==> src/rtl/score_overlay.sv <==
// Gatorga score keeper: counts alien_hit edges into a 4-digit BCD score and renders it as
// seven-segment digits in its own pixel layer. Optional macro SCORE_FLASH_EN flashes the digits yellow after each score change.
module score_overlay #(
  parameter logic signed [11:0] SCORE_X    = 12'sd16,
  parameter logic signed [11:0] SCORE_Y    = 12'sd16,
  parameter int                 DIGIT_W    = 16,
  parameter int                 DIGIT_H    = 28,
  parameter int                 SEG_T      = 4,
  parameter int                 DIGIT_GAP  = 6,
  parameter logic [15:0]        POINTS_BCD = 16'h0010
) (
  input  logic                pixel_clk,
  input  logic                rst,
  input  logic                fsync,
  input  logic                alien_hit,
  input  logic signed [11:0]  hpos,
  input  logic signed [11:0]  vpos,
  output logic [7:0]          pixel [0:2],
  output logic                active,
  output logic [15:0]         score_bcd,
  output logic                saturated
);

  localparam logic signed [11:0] W_S    = 12'(DIGIT_W);
  localparam logic signed [11:0] H_S    = 12'(DIGIT_H);
  localparam logic signed [11:0] T_S    = 12'(SEG_T);
  localparam logic signed [11:0] W_T_S  = 12'(DIGIT_W - SEG_T);
  localparam logic signed [11:0] H_T_S  = 12'(DIGIT_H - SEG_T);
  localparam logic signed [11:0] HALF_S = 12'(DIGIT_H / 2);
  localparam logic signed [11:0] G_LO_S = 12'((DIGIT_H - SEG_T) / 2);
  localparam logic signed [11:0] G_HI_S = 12'((DIGIT_H + SEG_T) / 2);
  localparam int                 PITCH  = DIGIT_W + DIGIT_GAP;

  typedef enum logic [1:0] {S_IDLE, S_ADD, S_COMMIT} state_e;

  state_e        state_q;
  logic [1:0]    dig_q;
  logic [15:0]   work_q;
  logic [15:0]   score_q;
  logic [15:0]   disp_q;
  logic          carry_q;
  logic          sat_q;
  logic          hit_prev_q;
  logic [3:0]    pending_q;
  logic [3:0]    pending_d;

  logic          hit_evt;
  logic          deq;
  logic          enq;
  logic [3:0]    work_dig;
  logic [3:0]    pts_dig;
  logic [4:0]    sum;
  logic [3:0]    sum_dig;
  logic          sum_carry;
  logic          lit;
  logic          yellow;

  assign score_bcd = score_q;
  assign saturated = sat_q;

  assign hit_evt = alien_hit && !hit_prev_q;
  assign deq     = (state_q == S_IDLE) && (pending_q != 4'd0) && !sat_q;
  // A simultaneous dequeue frees a slot, so a full queue still accepts that event.
  assign enq     = hit_evt && ((pending_q != 4'd15) || deq);

  always_comb begin
    pending_d = pending_q;
    if ((state_q == S_IDLE) && sat_q) begin
      pending_d = 4'd0;
    end else if (enq && !deq) begin
      pending_d = pending_q + 4'd1;
    end else if (deq && !enq) begin
      pending_d = pending_q - 4'd1;
    end
  end

  always_comb begin
    work_dig = work_q[{dig_q, 2'b00} +: 4];
    pts_dig  = POINTS_BCD[{dig_q, 2'b00} +: 4];
    sum      = {1'b0, work_dig} + {1'b0, pts_dig} + {4'd0, carry_q};
    if (sum > 5'd9) begin
      sum_dig   = 4'(sum - 5'd10);
      sum_carry = 1'b1;
    end else begin
      sum_dig   = sum[3:0];
      sum_carry = 1'b0;
    end
  end

  always_ff @(posedge pixel_clk or posedge rst) begin
    if (rst) begin
      state_q    <= S_IDLE;
      dig_q      <= 2'd0;
      work_q     <= 16'h0000;
      score_q    <= 16'h0000;
      disp_q     <= 16'h0000;
      carry_q    <= 1'b0;
      sat_q      <= 1'b0;
      hit_prev_q <= 1'b0;
      pending_q  <= 4'd0;
    end else begin
      hit_prev_q <= alien_hit;
      pending_q  <= pending_d;
      if (fsync) begin
        disp_q <= score_q;
      end
      case (state_q)
        S_IDLE: begin
          if (deq) begin
            state_q <= S_ADD;
            dig_q   <= 2'd0;
            work_q  <= score_q;
            carry_q <= 1'b0;
          end
        end
        S_ADD: begin
          work_q[{dig_q, 2'b00} +: 4] <= sum_dig;
          carry_q <= sum_carry;
          dig_q   <= dig_q + 2'd1;
          if (dig_q == 2'd3) begin
            state_q <= S_COMMIT;
          end
        end
        S_COMMIT: begin
          // A carry out of the top digit means the true score passed 9999.
          if (carry_q) begin
            score_q <= 16'h9999;
            sat_q   <= 1'b1;
          end else begin
            score_q <= work_q;
          end
          state_q <= S_IDLE;
        end
        default: state_q <= S_IDLE;
      endcase
    end
  end

`ifdef SCORE_FLASH_EN
  logic [5:0] flash_q;

  always_ff @(posedge pixel_clk or posedge rst) begin
    if (rst) begin
      flash_q <= 6'd0;
    end else if (state_q == S_COMMIT) begin
      flash_q <= 6'd32;
    end else if (fsync && (flash_q != 6'd0)) begin
      flash_q <= flash_q - 6'd1;
    end
  end

  assign yellow = (flash_q != 6'd0) && flash_q[2];
`else
  assign yellow = 1'b0;
`endif

  function automatic logic digit_lit(input logic [3:0]         v,
                                     input logic signed [11:0] lx,
                                     input logic signed [11:0] ly);
    logic [6:0] seg;
    logic [6:0] pat;
    logic       upper;
    upper  = ly < HALF_S;
    // Bit order a,b,c,d,e,f,g from MSB to LSB.
    seg[6] = ly < T_S;
    seg[5] = (lx >= W_T_S) && upper;
    seg[4] = (lx >= W_T_S) && !upper;
    seg[3] = ly >= H_T_S;
    seg[2] = (lx < T_S) && !upper;
    seg[1] = (lx < T_S) && upper;
    seg[0] = (ly >= G_LO_S) && (ly < G_HI_S);
    case (v)
      4'd0:    pat = 7'b1111110;
      4'd1:    pat = 7'b0110000;
      4'd2:    pat = 7'b1101101;
      4'd3:    pat = 7'b1111001;
      4'd4:    pat = 7'b0110011;
      4'd5:    pat = 7'b1011011;
      4'd6:    pat = 7'b1011111;
      4'd7:    pat = 7'b1110000;
      4'd8:    pat = 7'b1111111;
      4'd9:    pat = 7'b1111011;
      default: pat = 7'b0000000;
    endcase
    return (lx >= 0) && (lx < W_S) && (ly >= 0) && (ly < H_S) && (|(seg & pat));
  endfunction

  always_comb begin
    lit = 1'b0;
    for (int k = 0; k < 4; k++) begin
      lit = lit | digit_lit(disp_q[4*k +: 4],
                            hpos - (SCORE_X + 12'((3 - k) * PITCH)),
                            vpos - SCORE_Y);
    end
  end

  always_comb begin
    active   = lit;
    pixel[0] = (lit && !yellow) ? 8'hFF : 8'h00;
    pixel[1] = lit ? 8'hFF : 8'h00;
    pixel[2] = lit ? 8'hFF : 8'h00;
  end

endmodule

==> config.mk <==
export PLATFORM = sky130hd
export DESIGN_NAME = score_overlay
export DESIGN_NICKNAME = d
export VERILOG_FILES = /design/src/rtl/score_overlay.sv
export SDC_FILE = /design/constraint.sdc
export NUM_CORES = 1
export LEC_CHECK = 0
export BUFFER_PORTS_ARGS = -buffer_cell sky130_fd_sc_hd__buf_4
export CAP_MARGIN = 20
export CORE_ASPECT_RATIO = 1.25
export CORE_UTILIZATION = 40
export DETAILED_ROUTE_END_ITERATION = 8
export PLACE_DENSITY_LB_ADDON = 0.05
export SYNTH_ARGS = -nofsm -noshare
export SYNTH_HDL_FRONTEND = slang
export SYNTH_SLANG_ARGS = --single-unit
==> constraint.sdc <==
create_clock -name pixel_clk -period 3.7 [get_ports pixel_clk]
set_clock_uncertainty 0.2 [all_clocks]
set_input_delay 0.185 -clock pixel_clk [delete_from_list [all_inputs] [get_ports pixel_clk]]
set_output_delay 0.185 -clock pixel_clk [all_outputs]
set_load 0.02 [all_outputs]
==> results of run 1 <==
-- how the worst max path moves through the flow --
| stage | startpoint | cells past startpoint | endpoint | slack (ps) |
|---|---|---|---|---|
| after floorplan | dig_q[1] | 13 | work_q[7] | 200 |
| after global placement | work_q[0] | 11 | work_q[6] | 260 |
| after detailed placement | dig_q[1] | 13 | work_q[6] | 160 |
| after CTS | dig_q[1] | 13 | work_q[6] | 140 |
| after global routing | dig_q[1] | 13 | work_q[6] | -20 |
| final | work_q[4] | 11 | work_q[6] | 160 |
-- routing by layer --
metal / wire [um] / GRT usage / up-vias
met4: 277 / 0.0727 / 0
met2: 6280 / 0.363 / 99
met5: 0 / 0 / -
li1: - / - / 2091
met1: 4990 / 0.233 / 1987
met3: 450 / 0.0398 / 20
-- timing repair --
item / 4_1_cts / 5_1_grt
endpoints found under the hold margin: 35 / 0
hold buffers: 2 / 0
endpoints found under the setup margin: 0 / 12
setup buffers: 0 / 1
-- final cells by class --
type,instances,area share
multi-input combinational,436,0.518
sequential,59,0.262
timing repair buffer,81,0.113
clock buffer,11,0.0431
tap,161,0.0358
inverter,32,0.0214
clock inverter,3,0.00712
-- critical path, stage by stage, from the launching register on --
cell      delay [ps]
dfrtp_1          400
mux4_2           480
fa_1             410
ha_1             250
xnor2_2          170
ha_1             220
nor2b_1          150
a311oi_2         270
a31oi_2          110
o22ai_1          470
a22oi_1          140
a21oi_1          190
-- Yosys cell counts, drive strengths merged (14+ instances only) --
| cell type | number | area, sq um |
|---|---|---|
| nor2b | 14 | 87.6 |
| nand2b | 15 | 93.8 |
| a21oi | 37 | 185 |
| nand2 | 71 | 269 |
| o21ai | 51 | 267 |
| clkbuf | 22 | 82.6 |
| nor3 | 16 | 80.1 |
| dfrtp | 59 | 1480 |
| nor2 | 48 | 183 |
| buf | 28 | 201 |
| ha | 36 | 450 |
| inv | 31 | 116 |
-- registers in the layout, summed over array words and instances, names as in the netlist --
register / cells
carry_q: 1
saturated: 1
score_bcd: 16
dig_q: 2
work_q: 16
state_q: 2
disp_q: 16
hit_prev_q: 1
pending_q: 4
-- cell families (layout without fill, tap and decap cells) --
group	Yosys count	count (layout)	synth area share
AO/OA/AOI/OAI	161	161	0.215
AND/OR/NAND/NOR	207	207	0.213
flip-flops	59	59	0.308
multiplexers	19	19	0.0533
XOR/XNOR	11	11	0.0233
adder cells (fa/ha/maj)	38	38	0.102
buffers and inverters	82	127	0.0844
-- power by group --
part	switching, mW	internal, mW
sequential	0.400	0.942
clock	0.275	0.528
combinational	1.43	1.09
total	2.10	2.56
-- stage by stage --
step / hold WS (ps) / setup WS, ps / power (mW) / cell area [sq um]
3_5_place_dp: 106 / 162 / 3.84 / 5300
4_1_cts: 30.4 / 145 / 4.67 / 5600
6_report: 38.1 / 162 / 4.66 / 5630
5_1_grt: 50.3 / -23.6 / 5.07 / 5630
2_1_floorplan: 16.4 / 202 / 3.08 / 4790
3_3_place_gp: 102 / 264 / 3.79 / 5300
==> run summary, run 1 <==
Reg2Reg Depth: 11
Peak supply drop: 0.592 mV
Post-CTS Resized: 0
Ports: 70
Detailed Route WL: 12000 um
die width: 99.8 um
Max-Cap Viols: 0
hpwl dp: 9110 um
Pwr Density: 829 nW/um^2
Slew HR: 0.285
vias in the first global route: 4043
Core ar.: 11600 sq um
status: finished, final reports clean
Clock Tree Root: clkbuf_16
reg-to-reg endpoint: work_q[6]
drc violations: 0
fmax: 283 MHz
Mapped Nets: 643
Post-DRT Antenna Nets: 0
flops & latches, synth: 59
Final min period: 3540 ps
Reg-to-Reg Start: work_q[4]
Synth Flop Type: dfrtp_1
synthesized area: 4790 sq um
Crit path required time: 3750 ps
leak pwr: 2.50 nW
global-route wire length before repair: 19900 um
Tot GR Track Use: 0.202
register area share after synthesis: 0.308
CP arrival: 3590 ps
Die Y: 124 um
Final Setup Violations: 0
largest net degree at the start of global routing: 36
1st-iter DRT viols: 160
Reg area: 1480 sq um
Layout Area Growth over Synthesis: 17.5%
CTS tree: yes
# clock sinks: 59
First-pass DRT Iterations: 5
DR vias: 4197
fraction of layout cells with a size suffix above 1: 0.203
number of enable flip-flop cells after synthesis: 0
CTS buffer count: 9
placed cell count: 765
PortBufs: 69
CP startpoint kind: flop
worst skew pair latency: 330 ps
routability cong.: 0.852
antenna cells: 0
die area: 12400 sq um
Initial Util: 0.412
average vias per placed instance: 5.36
Hold Crit Start: fsync
RSZ-0062 raised after global routing: true
# fillers: 1134
Least-Margin Pin Slew: 1060 ps
most common cell after layout, fill and taps aside: buf_4
initial antenna violation count: 0
most frequent cells in the layout: buf_4, nand2_1, dfrtp_1, nor2_1, o21ai_0
FP Rows: 44
Non-Filler Instances: 783
post-synth cell types: 70
Pins Over Slew Limit: 0
YS warnings: 0
reg2reg setup slack: 160 ps
Total Negative Setup Slacks: 0 ps
Layout Utilization: 0.484
Syn Area/Cell: 8.29 sq um
CTS H-tree lvls: 3
fin crit share: 0.956
CTS max path bufs: 2
final hold violations: 0
Hold WC Path Type: input port to flop
Worst Hold Path EP: disp_q[9]
Cells after Synth: 577
Max Fanout on Critical Path: 4
area of the multi-input gates: 2910 sq um
CTS clk-pin slew, worst paths: 50 ps
DR WL/cell: 15.3 um
total gr overflow: 0
Async S/R FF share, synth: 1.00
hold path depth: 3
post-layout net count: 685
crit end category: flop
crit path kind: flop to flop
No activity file was read; power rests on OpenSTA's default activity.
==> run 2: changes to the inputs <==
- clock period: 3.7 -> 4.6 ns (I/O delays scaled with it)
==> run summary, run 2 (same netlist as run 1, synthesis figures left out) <==
routability cong.: 0.860 (+1.0%)
Detailed Route WL: 11800 um (-1.7%)
crit path kind: flop to flop
critical path endpoint: work_q[7]
CP startpoint kind: flop
average vias per placed instance: 5.38 (+0.39%)
1st-iter DRT viols: 150 (-6.3%)
First-pass DRT Iterations: 4 (-1)
fin crit share: 0.839 (-0.118)
FP Rows: 44 (unchanged)
Layout Area Growth over Synthesis: 16.4%
fraction of layout cells with a size suffix above 1: 0.193 (-0.00939)
total chip power: 3.68 mW (-21%)
total gr overflow: 0 (unchanged)
DR vias: 4181 (-0.38%)
hpwl dp: 9040 um (-0.75%)
reg2reg setup slack: 740 ps (+580 ps)
RSZ-0062 raised after global routing: false
DR WL/cell: 15.2 um (-0.93%)
# clock sinks: 59 (unchanged)
final hold violations: 0 (unchanged)
fmax: 259 MHz (-8.3%)
vias in the first global route: 4066 (+0.57%)
Max-Cap Viols: 0 (unchanged)
Core ar.: 11600 sq um (unchanged)
crit end category: flop
most used cell, CP: ha_1
Layout Utilization: 0.480 (-0.00452)
Die Y: 124 um (unchanged)
Slew HR: 0.389 (+0.104)
Reg2Reg Depth: 12 (+1)
Peak supply drop: 0.583 mV (-1.6%)
Final Setup Violations: 0 (unchanged)
leak pwr: 2.47 nW (-1.3%)
CTS clk-pin slew, worst paths: 50 ps (about the same)
global-route wire length before repair: 20100 um (+1.1%)
CP arrival: 3870 ps (+280 ps)
Least-Margin Pin Slew: 904 ps (-153 ps)
Tot GR Track Use: 0.203 (+0.00135)
Place WS: 741 ps (+580 ps)
die area: 12400 sq um (unchanged)
status: finished, final reports clean
Ports: 70 (unchanged)
Hold WC Path Type: input port to flop
Reg-to-Reg Start: dig_q[1]
PortBufs: 69 (unchanged)
Crit path required time: 4610 ps (+860 ps)
CP Cell Sequence: mux4_2, fa_1, ha_1, xnor2_2, ha_1, nor2b_1, a311oi_2, a31oi_2, nor2_1, xor2_1, o21ai_1, mux2_2
largest net degree at the start of global routing: 42 (+17%)
Clock Tree Root: clkbuf_16
Post-CTS Setup Inserts: 0 (unchanged)
Post-DRT Antenna Nets: 0 (unchanged)
Crit-path slowest cell: mux4_2
worst hold margin: 83.0 ps (+44.9 ps)
Final min period: 3860 ps (+319 ps)
worst skew pair latency: 330 ps (about the same)
reg-to-reg endpoint: work_q[7]
CP peak stage delay: 570 ps (+90 ps)
post-layout net count: 678 (-1.0%)
CTS buffer count: 9 (unchanged)
Pins Over Slew Limit: 0 (unchanged)
most frequent cells in the layout: buf_4, nand2_1, dfrtp_1, nor2_1, o21ai_0
CTS tree: yes
Initial Util: 0.412 (unchanged)
final setup margin: 742 ps (+581 ps)
CTS max path bufs: 2 (unchanged)
critical path launch point: dig_q[1]
die width: 99.8 um (unchanged)
most common cell after layout, fill and taps aside: buf_4
# fillers: 1170 (+3.2%)
initial antenna violation count: 0 (unchanged)
Total Negative Setup Slacks: 0 ps (unchanged)
Pwr Density: 661 nW/um^2 (-20%)
Max Fanout on Critical Path: 8 (+4)
antenna cells: 0 (unchanged)
CTS H-tree lvls: 3 (unchanged)
Post-CTS Resized: 0 (unchanged)
drc violations: 0 (unchanged)
-- run 2: changes by cell type in the layout (fill, tap and decap cells not counted) --
cell / delta
buf_12: -1
buf_4: -6
clkbuf_1: +1
clkbuf_8: +1
clkinv_2: -1
-- run 2: critical path, delay by kind of cell, from the launching register on --
family,cells,cell delay [ps]
AOI/OAI and AO/OA,3,520
adders and majority gates,3,910
muxes,2,830
xor gates and xnor gates,2,440
DFF,1,540
and+or+nand+nor,2,300
-- run 2: final cells by class --
class	count	area, sq um	share of cell area
Clock inverter	2	35.0	0.00629
Tap cell	161	201	0.0361
Sequential cell	59	1480	0.265
Inverter	32	120	0.0216
Timing Repair Buffer	74	568	0.102
Multi-Input combinational cell	436	2910	0.522
Clock buffer	13	260	0.0467
-- run 2: worst min-delay path by stage --
stage          startpoint           end  cells past startpoint  slack (ps)
2_1_floorplan   alien_hit    hit_prev_q                      0          60
3_3_place_gp          rst  pending_q[1]                      2          50
3_5_place_dp          rst     disp_q[7]                      2          50
4_1_cts             fsync     disp_q[9]                      3          80
5_1_grt             fsync    disp_q[13]                      3         110
6_report            fsync    disp_q[12]                      3          80
-- run 2: per-layer routing --
metal / wire length, um / vias to the layer above / track usage
met5: 0 / - / 0
met1: 5050 / 1993 / 0.250
met2: 6150 / 90 / 0.356
met3: 415 / 13 / 0.0303
met4: 174 / 0 / 0.0718
li1: - / 2085 / -
-- run 2: what timing repair did --
item                                    in CTS  in global routing
endpoints found under the setup margin       0                  0
hold endpoints to repair                    19                  0
hold buffers                                 2                  0
-- run 2: per-stage QoR --
stage               cells  instance area, sq um
global route          777                  5570
global placement      759                  5240
CTS                   776                  5560
detailed placement    759                  5240
floorplan             577                  4790
finish                777                  5570
-- run 2: power by group --
part | internal (mW) | switching [mW] | leakage [nW]
Sequential | 0.757 | 0.345 | 0.740
Clock | 0.444 | 0.215 | 0.146
Combinational | 0.815 | 1.11 | 1.58
Total | 2.02 | 1.67 | 2.47
==> run 3: changes to the inputs <==
- ABC_AREA: unset -> 1
- clock period: 4.6 -> 4 ns (I/O delays scaled with it)
==> run summary, run 3 <==
CP arrival: 2970 ps (-900 ps)
Synth top cells by count: nand2_1, nor2_1, inv_1
Yosys top cell area share: 0.296 (-0.0123)
Clock Tree Root: clkbuf_16
CTS clk-pin slew, worst paths: 50 ps (about the same)
Sw Pwr: 2.25 mW (+35%)
critical path endpoint: pixel[11]
CTS H-tree lvls: 3 (unchanged)
CTS max path bufs: 2 (unchanged)
synthesized area: 4980 sq um (+4.2%)
PortBufs: 69 (unchanged)
First-pass DRT Iterations: 4 (unchanged)
power share of the combinational group: 0.592 (+0.070)
Pwr Density: 784 nW/um^2 (+19%)
CP startpoint kind: flop
register area share after synthesis: 0.296 (-0.0123)
area of the multi-input gates: 2900 sq um (-0.47%)
Synth Flop Type: dfrtp_1
hpwl dp: 10100 um (+12%)
Ports: 70 (unchanged)
die width: 102 um (+2.0%)
Initial Util: 0.410 (-0.00212)
YS warnings: 0 (unchanged)
Tot GR Track Use: 0.208 (+0.00443)
final hold violations: 0 (unchanged)
fin crit share: 0.844
routability cong.: 0.894 (+3.9%)
die area: 12900 sq um (+4.1%)
total gr overflow: 0 (unchanged)
drc violations: 0 (unchanged)
Syn Area/Cell: 6.82 sq um (-18%)
Least-Margin Pin Slew: 898 ps (-5.36 ps)
internal power: 2.29 mW (+13%)
flops & latches, synth: 59 (unchanged)
status: finished, final reports clean
FP Rows: 45 (+2.3%)
Async S/R FF share, synth: 1.00 (unchanged)
post-layout net count: 845 (+25%)
Synth area leaders: dfrtp_1, nand2_1, ha_1
Crit path required time: 3600 ps (-1010 ps)
# clock sinks: 59 (unchanged)
RSZ-0062 raised after global routing: false
CTS tree: yes
most common cell in the synthesized netlist: nand2_1
antenna cells: 0 (unchanged)
Reg area: 1480 sq um (unchanged)
most common cell after layout, fill and taps aside: nand2_1
Core ar.: 12200 sq um (+4.7%)
critical path launch point: disp_q[6]
DR WL/cell: 13.5 um (-11%)
largest net degree at the start of global routing: 36 (-14%)
Non-Filler Instances: 948 (+22%)
Post-DRT Antenna Nets: 0 (unchanged)
crit path kind: flop to output port
reg-to-reg endpoint: work_q[15]
worst hold margin: 76.1 ps (-6.90 ps)
clock share of power: 0.157 (-0.022)
Total Negative Setup Slacks: 0 ps (unchanged)
Max Fanout on Critical Path: 25 (+17)
Reg2Reg Depth: 17 (+5)
Final min period: 3370 ps
Mapped Nets: 797 (+24%)
Slew HR: 0.400 (+0.0106)
Pins Over Slew Limit: 0 (unchanged)
# fillers: 1294 (+11%)
vias in the first global route: 4468 (+9.9%)
most frequent cells in the layout: nand2_1, nor2_1, inv_1, buf_4, o21ai_0
Net Sw Frac: 0.497 (+0.0440)
placed cell count: 930 (+23%)
CTS buffer count: 9 (unchanged)
Final Setup Violations: 0 (unchanged)
fraction of layout cells with a size suffix above 1: 0.152 (-0.0414)
cell taking the most area after synthesis: dfrtp_1
Detailed Route WL: 12800 um (+8.6%)
initial antenna violation count: 0 (unchanged)
1st-iter DRT viols: 160 (+6.7%)
Post-CTS Resized: 0 (unchanged)
global-route wire length before repair: 21100 um (+4.9%)
number of enable flip-flop cells after synthesis: 0 (unchanged)
Max-Cap Viols: 0 (unchanged)
Cells after Synth: 731 (+27%)
DR vias: 4733 (+13%)
Die Y: 127 um (+2.0%)
reg2reg setup slack: 670 ps (-70 ps)
crit end category: output port
total chip power: 4.54 mW (+23%)
post-synth cell types: 46 (-34%)
Reg-to-Reg Start: dig_q[0]
Peak supply drop: 0.815 mV (+40%)
fmax: 296 MHz
Layout Area Growth over Synthesis: 16.1%
leak pwr: 2.92 nW (+18%)
sequential power share: 0.251 (-0.048)
worst skew pair latency: 330 ps (about the same)
average vias per placed instance: 4.99 (-7.2%)
Hold WC Path Type: input port to flop
run 3: cell types whose count changed after synthesis, sizes merged, moves of 10 or more:
cell / previous run / this run
nor2b: 14 / 0
mux2: 12 / 0
clkbuf: 22 / 9
nand3: 7 / 45
nor3: 16 / 5
a22oi: 13 / 0
o21ai: 51 / 72
inv: 31 / 90
nor2: 48 / 94
nand2: 71 / 183
nand2b: 15 / 0
nand4: 4 / 14
run 3: power groups by stage:
stage               logic, mW  clock network [mW]  registers [mW]
global route             3.03               0.758            1.18
CTS                      2.69               0.733            1.15
detailed placement       2.68                   0            1.15
finish                   2.69               0.713            1.14
floorplan                1.96                   0            1.15
global placement         2.65                   0            1.15
run 3: through the flow:
step           worst slack [ps]  cell area (sq um)   util
2_1_floorplan               900               4980      -
3_3_place_gp                697               5490  0.451
3_5_place_dp                580               5490  0.451
4_1_cts                     556               5790  0.476
5_1_grt                     180               5790  0.476
6_report                    625               5790  0.476
run 3: repair_timing:
item                                   CTS  global route
hold buffers                             2             0
endpoints found under the hold margin   25             0
setup buffers                            0             0
run 3: layer usage:
layer,up-vias,track usage,share of wire
met4,0,0.0840,0.028
met2,92,0.390,0.53
met5,-,0,0
met3,27,0.0275,0.029
met1,2153,0.230,0.42
li1,2461,-,-
run 3: cell families (layout without fill, tap and decap cells):
family	count (synthesis)	in the layout	synth area share
AOI/OAI and AO/OA	142	142	0.157
and+or+nand+nor	350	350	0.305
adders and majority gates	38	38	0.0984
DFF	59	59	0.296
xor gates and xnor gates	9	9	0.0211
buffers and inverters	133	186	0.122
run 3: worst min path at each step:
stage,cells past startpoint,end,slack [ps],startpoint
global route,3,disp_q[11],100,fsync
global placement,2,disp_q[7],70,rst
floorplan,0,hit_prev_q,30,alien_hit
finish,3,disp_q[11],80,fsync
detailed placement,2,disp_q[7],80,rst
CTS,3,disp_q[7],70,fsync
run 3: critical path, cell delays in order, from the launching register on:
cell and delay [ps]:
dfrtp_1 390, clkinv_1 210, a21oi_1 380, inv_1 100
nand2_1 80, inv_1 40, nand2_1 50, nand2_1 60
nor2_1 100, nand2_1 70, nand2_1 70, nand4_1 660
buf_4 440
run 3: final cells by class:
class	instances	area share
clock inverter	4	0.00432
tap	164	0.0355
inverter	95	0.0620
clock buffer	12	0.0443
multi-input combinational	539	0.501
sequential	59	0.255
timing repair buffer	75	0.0981
